## config.mk

```make
export PLATFORM = sky130hd
export DESIGN_NAME = hazard_controller
export DESIGN_NICKNAME = d
export VERILOG_FILES = /design/src/rtl/hazard_controller.sv
export SDC_FILE = /design/constraint.sdc
export NUM_CORES = 1
export LEC_CHECK = 0
export CAP_MARGIN = 20
export CORE_ASPECT_RATIO = 0.5
export CORE_MARGIN = 3
export CORE_UTILIZATION = 30
export CTS_BUF_LIST = sky130_fd_sc_hd__clkbuf_16
export DETAILED_ROUTE_END_ITERATION = 8
export GPL_TIMING_DRIVEN = 0
export PLACE_DENSITY = 0.59
export SLEW_MARGIN = 20
export SYNTH_ARGS = -nofsm -noshare
export SYNTH_HDL_FRONTEND = slang
export SYNTH_SLANG_ARGS = --single-unit
```

## constraint.sdc

```tcl
create_clock -name clk -period 2.1 [get_ports clk]
set_clock_uncertainty 0.15 [all_clocks]
set_input_delay 0.42 -clock clk [delete_from_list [all_inputs] [get_ports clk]]
set_output_delay 0.42 -clock clk [all_outputs]
set_load 0.02 [all_outputs]
```

## src/rtl/hazard_controller.sv

```systemverilog
// Hazard and forwarding controller for a 5-stage pipeline.
// Keeps shadow EX/MEM/WB destination state, drives the forwarding selects, the stalls and the branch flush.
module hazard_controller #(
    parameter int REG_AW = 5,
    parameter int CNT_W  = 16
) (
    input  logic              clk,
    input  logic              rst,
    input  logic [REG_AW-1:0] rsD,
    input  logic [REG_AW-1:0] rtD,
    input  logic              useRsD,
    input  logic              useRtD,
    input  logic [REG_AW-1:0] writeRegD,
    input  logic              regWriteD,
    input  logic              mem2RegD,
    input  logic              branchD,
    input  logic              pcSrcD,
    output logic [1:0]        fad,
    output logic [1:0]        fbd,
    output logic              stallF,
    output logic              stallD,
    output logic              flushE,
    output logic              flush,
    output logic [CNT_W-1:0]  stallCount
);

    logic [REG_AW-1:0] rs_e, rt_e, write_reg_e;
    logic              reg_write_e, mem2reg_e;
    logic [REG_AW-1:0] write_reg_m;
    logic              reg_write_m, mem2reg_m;
    logic [REG_AW-1:0] write_reg_w;
    logic              reg_write_w;
    logic              lw_stall, br_stall, stall;
    logic              rs_used, rt_used;

    always_comb begin
        fad = 2'd0;
        if (rs_e != '0 && reg_write_m && write_reg_m == rs_e)
            fad = 2'd2;
        else if (rs_e != '0 && reg_write_w && write_reg_w == rs_e)
            fad = 2'd1;

        fbd = 2'd0;
        if (rt_e != '0 && reg_write_m && write_reg_m == rt_e)
            fbd = 2'd2;
        else if (rt_e != '0 && reg_write_w && write_reg_w == rt_e)
            fbd = 2'd1;
    end

    // Register 0 is excluded by qualifying each operand once here.
    assign rs_used = useRsD && rsD != '0;
    assign rt_used = useRtD && rtD != '0;

    assign lw_stall = mem2reg_e && write_reg_e != '0 &&
                      ((useRsD && rsD == write_reg_e) || (useRtD && rtD == write_reg_e));

    assign br_stall = branchD && (
                      (rs_used && reg_write_e && write_reg_e == rsD) ||
                      (rt_used && reg_write_e && write_reg_e == rtD) ||
                      (rs_used && mem2reg_m && write_reg_m == rsD) ||
                      (rt_used && mem2reg_m && write_reg_m == rtD));

    assign stall  = lw_stall | br_stall;
    assign stallF = stall;
    assign stallD = stall;
    assign flushE = stall;
    assign flush  = pcSrcD && branchD && !stall;

    always_ff @(posedge clk) begin
        if (rst) begin
            rs_e        <= '0;
            rt_e        <= '0;
            write_reg_e <= '0;
            reg_write_e <= 1'b0;
            mem2reg_e   <= 1'b0;
            write_reg_m <= '0;
            reg_write_m <= 1'b0;
            mem2reg_m   <= 1'b0;
            write_reg_w <= '0;
            reg_write_w <= 1'b0;
            stallCount  <= '0;
        end else begin
            if (stall) begin
                rs_e        <= '0;
                rt_e        <= '0;
                write_reg_e <= '0;
                reg_write_e <= 1'b0;
                mem2reg_e   <= 1'b0;
            end else begin
                rs_e        <= rsD;
                rt_e        <= rtD;
                write_reg_e <= writeRegD;
                reg_write_e <= regWriteD;
                mem2reg_e   <= mem2RegD;
            end
            write_reg_m <= write_reg_e;
            reg_write_m <= reg_write_e;
            mem2reg_m   <= mem2reg_e;
            write_reg_w <= write_reg_m;
            reg_write_w <= reg_write_m;
            if (stall && stallCount != '1)
                stallCount <= stallCount + 1'b1;
        end
    end

endmodule

```

==> run metrics <==
endpoint type of the worst setup path=output port; number of distinct standard cells referenced by the synthesized netlist=39; fraction of synthesis flops using an asynchronous set or reset pin=0%; sequential fraction of the synthesis area=40.4%; result of the run=complete, but fails checks; post-route clock period utilization=119%; Post-synth EDFFs=0; area of the die=8740 µm²; Port Buf Inserts=46; fin cells=413; min cycle time layout=2.50 ns; number of vias per cell=4.89; total global-route track usage=15.0%; top cell type's share of synthesized area=40.4%; global placement routability congestion=0.799; cell with the largest stage delay on the worst path=sky130_fd_sc_hd__or4_4; half-perimeter wire length after placement=4.21 mm; post-synthesis instance total=247; largest stage delay on the critical path=0.54 ns; detailed-route DRC error count=0; Clock Power Share=42.5%; number of setup violations in the final report=41; Util after Layout=49.3%; number of top-level pins=47; first-pass GRT wire length=10.2 mm; max-capacitance violation count=0; most frequent cells after synthesis=sky130_fd_sc_hd__dfxtp_1, sky130_fd_sc_hd__xnor2_1, sky130_fd_sc_hd__nor2b_1; starting density of the core=32.5%; data arrival time of the worst path=1.93 ns; flop and latch count out of synthesis=46; largest cells by area after synthesis=sky130_fd_sc_hd__dfxtp_1, sky130_fd_sc_hd__xnor2_1, sky130_fd_sc_hd__nor2b_1, sky130_fd_sc_hd__and2_1, sky130_fd_sc_hd__xor2_1; Largest delay share family, worst path=simple AND/OR/NAND/NOR gates; hold-fix buffers at CTS=0; buffer depth of the longest clock path=2; post-route worst setup slack=-0.402 ns; Hold Crit Start=rsD[1]; setup slack of the worst register-to-register path=-0.34 ns; 1st-pass router iterations=4; total power=0.00210 W; Clk Latency, worst-skew pair=0.29 ns; overflow left after global routing=0; kind of start point of the critical path=primary input; clock net sink count=46; leakage power=1.28 nW; Filler Cell Count=642; most instantiated flip-flop cell in the synthesis netlist=sky130_fd_sc_hd__dfxtp_1; standard cell core area=7020 µm²; most common cell in the netlist=sky130_fd_sc_hd__dfxtp_1; Synth Warn #=0; required time at the worst-slack endpoint=1.53 ns; cells traversed along the worst timing path=buf_8, or4_4, o211ai_1, o22ai_2, nand3_2, nand3_4, buf_6, buf_6; share of cells above drive strength 1=35.2%; worst path bufs/invs=3; CTS HTree Levels=2; setup repair after global routing missed its margin=yes; total wire length=6.21 mm; critical path fanouts, max=5; transition time of the tightest slew-check pin=0.543 ns; dpl cells=385; maximum number of pins on one net before global-route repair=15; post-synthesis average cell area=9.22 µm²; Worst R2R Start=write_reg_e[3]; horizontal die dimension=129 µm; VDD IR max=0.317 mV; Switching Fraction=23.4%; Cell Int Power=0.00161 W; CTS Root Cell=sky130_fd_sc_hd__clkbuf_16; cell area power density=607 nW/µm²; biggest area consumer among synthesized cells=sky130_fd_sc_hd__dfxtp_1; CTS Buf Count=5; clock tree from TritonCTS=yes; clock transition time at the flip-flop clock pins of the worst setup and hold paths=0.06 ns; switching pwr=0.000491 W; number of antenna-violating nets in the routed design=0; number of global-route vias before repair=2085; share of total power in sequential cells=44.6%; Comb power frac=12.9%; FMAX=400 MHz; Slew Viols, Final=0; post-synthesis to final-layout area growth=51.9%; cell row count=21; count of endpoints failing hold in the final timing report=0; Rel. slew slack=63.8%; type of the worst min-delay path=primary input to register; average wire per cell in the routed design=15.0 µm; Mapped Area=2280 µm²; number of nets in the layout=344; violations in the final reports=setup timing; initial antenna violation count=0; number of antenna cells inserted=0; critical path class=primary input to output port; most used cell along the critical path=sky130_fd_sc_hd__buf_6; chip height=67.6 µm; count of routing violations after the opening detailed-route iteration=106; launching element of the worst setup path=rsD[3]; post-synth net total=271; via count=2018
per-layer routing:
metal / GRT usage [%] / vias to the layer above / wire length [µm]
met5: 0 / - / 0
li1: - / 983 / -
met2: 26.4 / 34 / 3090
met3: 3.40 / 7 / 237
met1: 18.7 / 994 / 2810
met4: 3.93 / 0 / 67
sequential cells by signal, summed over array words and instances, names as in the netlist:
register and count:
stallCount 16, rs_e 5, rt_e 5, write_reg_e 5, write_reg_m 5, write_reg_w 5, mem2reg_e 1, mem2reg_m 1
reg_write_e 1, reg_write_m 1, reg_write_w 1
worst register-to-register path, delay by kind of cell, from the launching register on:
kind / cells / cell delay [ns]
AO/OA/AOI/OAI: 2 / 0.51
AND/OR/NAND/NOR: 3 / 0.49
buffers and inverters: 3 / 0.38
flip-flops: 1 / 0.35
multiplexers: 1 / 0.30
XOR/XNOR: 1 / 0.16
worst paths after layout:
| kind | endpoint | cells after the start |
|---|---|---|
| setup reg to reg | stallCount[10] | 10 |
| setup / recovery | stallF | 8 |
| hold reg to reg | mem2reg_m | 1 |
| hold / removal | rs_e[1] | 2 |
layout by cell type (no fill, tap or decap), types with 4 or more instances in the layout:
| cell type | synthesis | final |
|---|---|---|
| sky130_fd_sc_hd__clkbuf_16 | 0 | 5 |
| sky130_fd_sc_hd__nor4_4 | 0 | 4 |
| sky130_fd_sc_hd__nor2_4 | 1 | 4 |
| sky130_fd_sc_hd__and2_1 | 18 | 18 |
| sky130_fd_sc_hd__nand2_1 | 7 | 7 |
| sky130_fd_sc_hd__nand3_2 | 1 | 5 |
| sky130_fd_sc_hd__xnor2_2 | 0 | 4 |
| sky130_fd_sc_hd__buf_6 | 1 | 16 |
| sky130_fd_sc_hd__dfxtp_2 | 0 | 10 |
| sky130_fd_sc_hd__xor2_1 | 12 | 12 |
| sky130_fd_sc_hd__clkdlybuf4s50_1 | 0 | 28 |
| sky130_fd_sc_hd__or4_4 | 0 | 4 |
| sky130_fd_sc_hd__o211ai_1 | 4 | 4 |
| sky130_fd_sc_hd__nor2b_1 | 22 | 21 |
| sky130_fd_sc_hd__nand3_1 | 12 | 8 |
| sky130_fd_sc_hd__xnor2_1 | 29 | 25 |
| sky130_fd_sc_hd__buf_8 | 0 | 4 |
| sky130_fd_sc_hd__dfxtp_4 | 0 | 5 |
| sky130_fd_sc_hd__nor2_1 | 21 | 18 |
| sky130_fd_sc_hd__buf_2 | 1 | 5 |
| sky130_fd_sc_hd__buf_4 | 2 | 20 |
| sky130_fd_sc_hd__mux2_4 | 0 | 6 |
| sky130_fd_sc_hd__nand4_1 | 11 | 11 |
| sky130_fd_sc_hd__dfxtp_1 | 46 | 31 |
| sky130_fd_sc_hd__inv_1 | 4 | 4 |
final cells by class:
| cell class | instances | area [µm²] | area share, % |
|---|---|---|---|
| multi-input combinational | 183 | 1480 | 42.8 |
| sequential | 46 | 952 | 27.5 |
| timing repair buffer | 71 | 657 | 19.0 |
| clock buffer | 5 | 125 | 3.62 |
| tap | 92 | 115 | 3.33 |
| buffer | 9 | 76.3 | 2.21 |
| clock inverter | 3 | 40.0 | 1.16 |
| inverter | 4 | 15.0 | 0.434 |
repair_timing:
action / in CTS / in global routing
resized for setup: 116 / 30
pin swaps: 19 / 17
cloned: 3 / 0
buffers inserted: 16 / 6
setup endpoints to repair: 41 / 41
power groups by stage:
stage          Clock, W  Combinational, W  Sequential [W]
6_report       0.000892          0.000272        0.000937
5_1_grt        0.000945          0.000296        0.000940
4_1_cts        0.000907          0.000254        0.000936
3_5_place_dp          0          0.000224        0.000947
3_3_place_gp          0          0.000219        0.000948
2_1_floorplan         0          0.000137        0.000940
logic make-up after synthesis:
family	after synthesis	synth area share, %
AO/OA/AOI/OAI	21	7.25
XOR/XNOR	41	15.8
adder cells (fa/ha/maj)	1	0.549
buffers and inverters	18	3.73
flip-flops	46	40.4
multiplexers	9	4.39
AND/OR/NAND/NOR	111	27.9
per-stage QoR:
step	TNS (ns)	worst slack, ns	hold slack (ns)	instance area (µm²)
floorplan	-1.55	-0.151	0.281	2380
detailed placement	-34.05	-1.34	0.316	2960
finish	-9.51	-0.402	0.210	3460
global route	-12.54	-0.448	0.224	3460
CTS	-8.09	-0.400	0.209	3340
global placement	-32.73	-1.34	0.308	2960
Note: power is estimated with default switching activity, not from simulation.
==> RTL change 1 (same settings) <==
`CNT_W`: 16 -> 32.
--- a/src/rtl/hazard_controller.sv
+++ b/src/rtl/hazard_controller.sv
@@ -2,7 +2,7 @@
 // Keeps shadow EX/MEM/WB destination state, drives the forwarding selects, the stalls and the branch flush.
 module hazard_controller #(
     parameter int REG_AW = 5,
-    parameter int CNT_W  = 16
+    parameter int CNT_W  = 32
 ) (
     input  logic              clk,
     input  logic              rst,
Interface: changed (resized stallCount); port bits go from 47 to 63. The function was not compared with the original's and may differ.
==> RTL change 1 against the original RTL <==
  * The flow still finishes with violations (setup timing)
  * Count of clock-buffer cells in the layout rose by 4
  * Die area rose by 35%
  * Non-clock buffer count rose by 22
  * Routed wire length up 50%
  * Power up 45%
  * Sequential cell count increased by 16
  * Via count up 50%
  * Area after synthesis increased by 37%
  * Final area rose by 41%
  * Cell count up 41%
  * Worst setup slack got worse by 0.27 ns
  * Worst hold slack worse by 0.037 ns
  * Largest power group is now the clock network
==> RTL change 1: results (changes against the original RTL) <==
[placement]
place_inst = 553  ; +44%
dp_hpwl_um = 6341  ; +51%
post_dp_cell_area_um2 = 3996  ; +35%
gp_congestion = 0.8054  ; +0.76%
port_buffers = 62  ; +35%
place_ws_ns = -1.810  ; -0.4708 ns

[logic_synthesis]
muxShareOfSynthArea_pct = 2.518  ; -1.9 points
synth_commonest_cells = 62 x dfxtp_1, 26 x a21oi_1, 24 x xnor2_1
synthXorXnorAreaFrac_pct = 11.19  ; -4.6 points
synth_top_area_cell = dfxtp_1
synthCells = 356  ; +44%
synth_fa_ha_area_share_pct = 0.3997  ; -0.15 points
seq_area_frac_synth_pct = 39.65  ; -0.77 points
synthTopCellsByArea = dfxtp_1 40%, xnor2_1 6.7%, or4_1 5.5%, o31ai_1 4.6%, xor2_1 4.5%
syn_nets = 380  ; +40%
ys_types = 34  ; -13%

[final_layout]
layout.nets = 467  ; +36%
largest_register_ff_count = 32  ; +16
layout-drive-gt1-share_pct = 35.04  ; -0.16 points

[sta]
setup_viol = 57  ; +39%
whs_ns = 0.1722  ; -0.03747 ns
slew_headroom_pct = 64.26  ; +0.47 points
fin_tns_setup_ns = -17.07  ; -7.564 ns
setup_slack_ns = -0.6729  ; -0.2707 ns

[run_status]
violations = setup timing
outcome = finished with violations

[pwr]
p_sw_share_pct = 22.05  ; -1.3 points
power_combinational_mw = 0.278  ; +2%
clock_power_share_pct = 50.1  ; +7.6 points
leakagePower_nw = 1.686  ; +32%
p_int_mw = 2.373  ; +47%
vdd_drop_max_mv = 0.3061  ; -3.6%

[critical_path]
ff2ff_path_depth = 9  ; -1
regToRegStartpoint = write_reg_e[0]
crit_path_end = flush
arrival_ns = 2.20  ; +0.27 ns
critical_path.startpoint = rtD[2]
r2r_end = stallCount[3]
worstPathMaxFanout = 4  ; -1

[clock_tree]
cts_made_buffers = 9  ; +4
post_cts_buffers = 13  ; -3
cts_resized = 152  ; +31%

[drt]
first_iter_violations = 85  ; -20%
drt-pass1-iter-count = 5  ; +1
routed_wl_um = 9333  ; +50%
vias = 3017  ; +50%
vias_per_cell = 5.175  ; +5.9%

[global_routing]
grt_util_all_layers_pct = 16.21  ; +1.2 points
grt_pass1_wl_um = 15230  ; +50%
grt_max_degree = 11  ; -4

[worst_hold_path]
hold_path_end = rt_e[2]
worst_hold_startpoint = rtD[2]

-- RTL change 1: cell types whose count changed in the layout (fill, tap and decap cells not counted), sizes merged, moves of 12 or more --
| cell | delta |
|---|---|
| a21oi | +21 |
| and3 | +12 |
| clkdlybuf4s50 | +15 |
| dfxtp | +16 |
| o31ai | +19 |
| or4 | +18 |
-- RTL change 1: metal layers --
layer | global-route usage, % | wire (um)
met1 | 20.08 | 4267
met4 | 5.201 | 117
met2 | 27.33 | 4569
met3 | 4.498 | 379
met5 | 0 | 0
-- RTL change 1: layout make-up --
| type | count | area, um2 |
|---|---|---|
| buffer | 21 | 195.2 |
| clock buffer | 9 | 225.2 |
| clock inverter | 7 | 80.08 |
| fill | 898 | 4916 |
| inverter | 4 | 17.52 |
| multi-input combinational | 264 | 2148 |
| sequential | 62 | 1281 |
| tap | 135 | 168.9 |
| timing repair buffer | 81 | 758.2 |
==> RTL change 2 (config.mk and constraints unchanged) <==
Made on the original files. Reset style: asynchronous (`rst`), changed in one clocked block.
--- a/src/rtl/hazard_controller.sv
+++ b/src/rtl/hazard_controller.sv
@@ -66,7 +66,7 @@
     assign flushE = stall;
     assign flush  = pcSrcD && branchD && !stall;
 
-    always_ff @(posedge clk) begin
+    always_ff @(posedge clk or posedge rst) begin
         if (rst) begin
             rs_e        <= '0;
             rt_e        <= '0;
Behaviour: differs if rst is asserted again (counterexample within 4 cycles, from zero or initial values and one cycle with rst high); with rst held inactive, the same outputs for 10 cycles.
==> RTL change 2 against the original RTL <==
  * The run still ends with setup timing left
  * Synthesized cell count decreased by 17%
  * Cell count decreased by 7.0%
  * Worst setup slack got worse by 0.32 ns
  * Combinational power increased by 89%
  * Sequential cell count unchanged
  * Maximum frequency decreased by 11%
  * Global-route usage decreased by 1.7 points
  * Final area increased by 5.9%
  * Power increased by 11%
  * Area after synthesis decreased by 0.44%
  * Clock power decreased by 13%
  * Non-clock buffer count increased by 6
  * Routed wire length decreased by 6.8%
  * Critical path type unchanged
  * Largest cell class unchanged
==> RTL change 2: results (changes against the original RTL) <==
[logic_synthesis]
yosys_warnings = 0  ; unchanged
synthFlopType = dfrtp_1
syn_nets = 229  ; -15%
synthTopCellsByArea = dfrtp_1 51%, xnor2_1 9.7%, xor2_1 9.7%, and2_1 5.5%, nor4_1 3.0%
synth_commonest_cells = 46 x dfrtp_1, 25 x xnor2_1, 25 x xor2_1
ys_types = 33  ; -15%
synthArstFlopShare_pct = 100.0  ; +100 points
seq_area_frac_synth_pct = 50.74  ; +10 points

[global_routing]
grt_util_all_layers_pct = 13.24  ; -1.7 points
antenna_found_initial = 0  ; unchanged
grt_pass1_wl_um = 8763  ; -14%
grt_max_degree = 31  ; +16

[critical_path]
cpPeakStageDelay_ns = 0.54  ; about the same
r2r_setup_slack_ns = -0.38  ; -0.04 ns
slowest_stage = or4_4
worstPathMaxFanout = 3  ; -2
cp_top_family = simple AND/OR/NAND/NOR gates
arrival_ns = 2.26  ; +0.33 ns

[drt]
vias = 1821  ; -9.8%
first_iter_violations = 67  ; -37%
post_drt_wl_per_cell_um = 15.06  ; +0.24%

[sta]
fin_tns_setup_ns = -10.21  ; -0.7026 ns
setup_viol = 41  ; unchanged
slew_headroom_pct = 56.49  ; -7.3 points
setup_slack_ns = -0.7269  ; -0.3247 ns

[run_status]
outcome = finished with violations
violations = setup timing

[clock_tree]
clk_path_buf_depth = 2  ; unchanged
clk_pin_slew_ns = 0.06  ; about the same
htreeDepth = 2  ; unchanged
cts-root-buf = clkbuf_16
cts_made_buffers = 5  ; unchanged

[placement]
place_ws_ns = -1.986  ; -0.6465 ns
post_dp_cell_area_um2 = 2948  ; -0.38%
gp_congestion = 0.9097  ; +14%
dp_hpwl_um = 3818  ; -9.2%
port_buffers = 46  ; unchanged

[pwr]
p_int_mw = 1.689  ; +4.9%
leakagePower_nw = 1.521  ; +19%
vdd_drop_max_mv = 0.4098  ; +29%

[final_layout]
largest-register = stallCount
layout.nets = 315  ; -8.4%
layout-drive-gt1-share_pct = 39.38  ; +4.2 points
n_antenna_cell = 0  ; unchanged
n_fill_cell = 602  ; -6.2%
largest_register_ff_count = 16  ; unchanged

[worst_hold_path]
hold_path.class = flip-flop to flip-flop

[RTL change 2: power groups by stage]
stage | registers, mW | logic [mW] | clock network, mW
6_report | 1.04 | 0.515 | 0.773
4_1_cts | 1.04 | 0.449 | 0.794
5_1_grt | 1.06 | 0.554 | 0.836
3_5_place_dp | 1.06 | 0.407 | 0
3_3_place_gp | 1.05 | 0.392 | 0
2_1_floorplan | 1.07 | 0.207 | 0
[RTL change 2: metal layers]
metal	vias up	GRT usage (%)	share of wire [%]
met3	8	3.555	4.9
li1	876	-	-
met5	-	0	0
met4	0	4.712	1.5
met1	898	15.17	39
met2	39	24.23	54
[RTL change 2: worst paths after layout]
| check | startpoint | end | depth (start not counted) |
|---|---|---|---|
| setup / recovery | rsD[4] | stallD | 11 |
| hold / removal | reg_write_e | reg_write_m | 0 |
| setup reg to reg | write_reg_e[3] | stallCount[1] | 9 |
| hold reg to reg | reg_write_e | reg_write_m | 0 |
| max in group asynchronous | rst | write_reg_m[3] | 3 |
| min in group asynchronous | rst | stallCount[3] | 2 |
[RTL change 2: what timing repair did]
action	CTS	global route
gates resized for setup	128	36
gates cloned	0	1
setup endpoints to repair	41	41
setup buffers	13	18
pin swaps	25	18
[RTL change 2: per-stage QoR]
step	power (mW)	cells	hold slack (ns)	utilization, %
5_1_grt	2.445	384	0.2185	52.45
3_3_place_gp	1.445	343	0.2056	41.89
6_report	2.332	384	0.2178	52.45
3_5_place_dp	1.464	344	0.2127	42.18
2_1_floorplan	1.280	205	0.1961	-
4_1_cts	2.284	365	0.2095	48.28
[RTL change 2: cell families after synthesis]
group / synth area share [%]
compound gates: 4.303
xor+xnor: 19.31
fa+ha+maj: 0.5515
buf+inv: 2.813
flops: 50.74
mux: 1.489
simple gates: 20.80
[RTL change 2: final cells by class]
cell class	instances	area [um2]	share of cell area [%]
multi-input combinational	149	1399	38.16
clock inverter	3	21.27	0.5802
clock buffer	5	125.1	3.413
buffer	7	85.08	2.321
sequential	46	1152	31.43
inverter	3	13.76	0.3754
tap	92	115.1	3.140
timing repair buffer	79	754.5	20.58
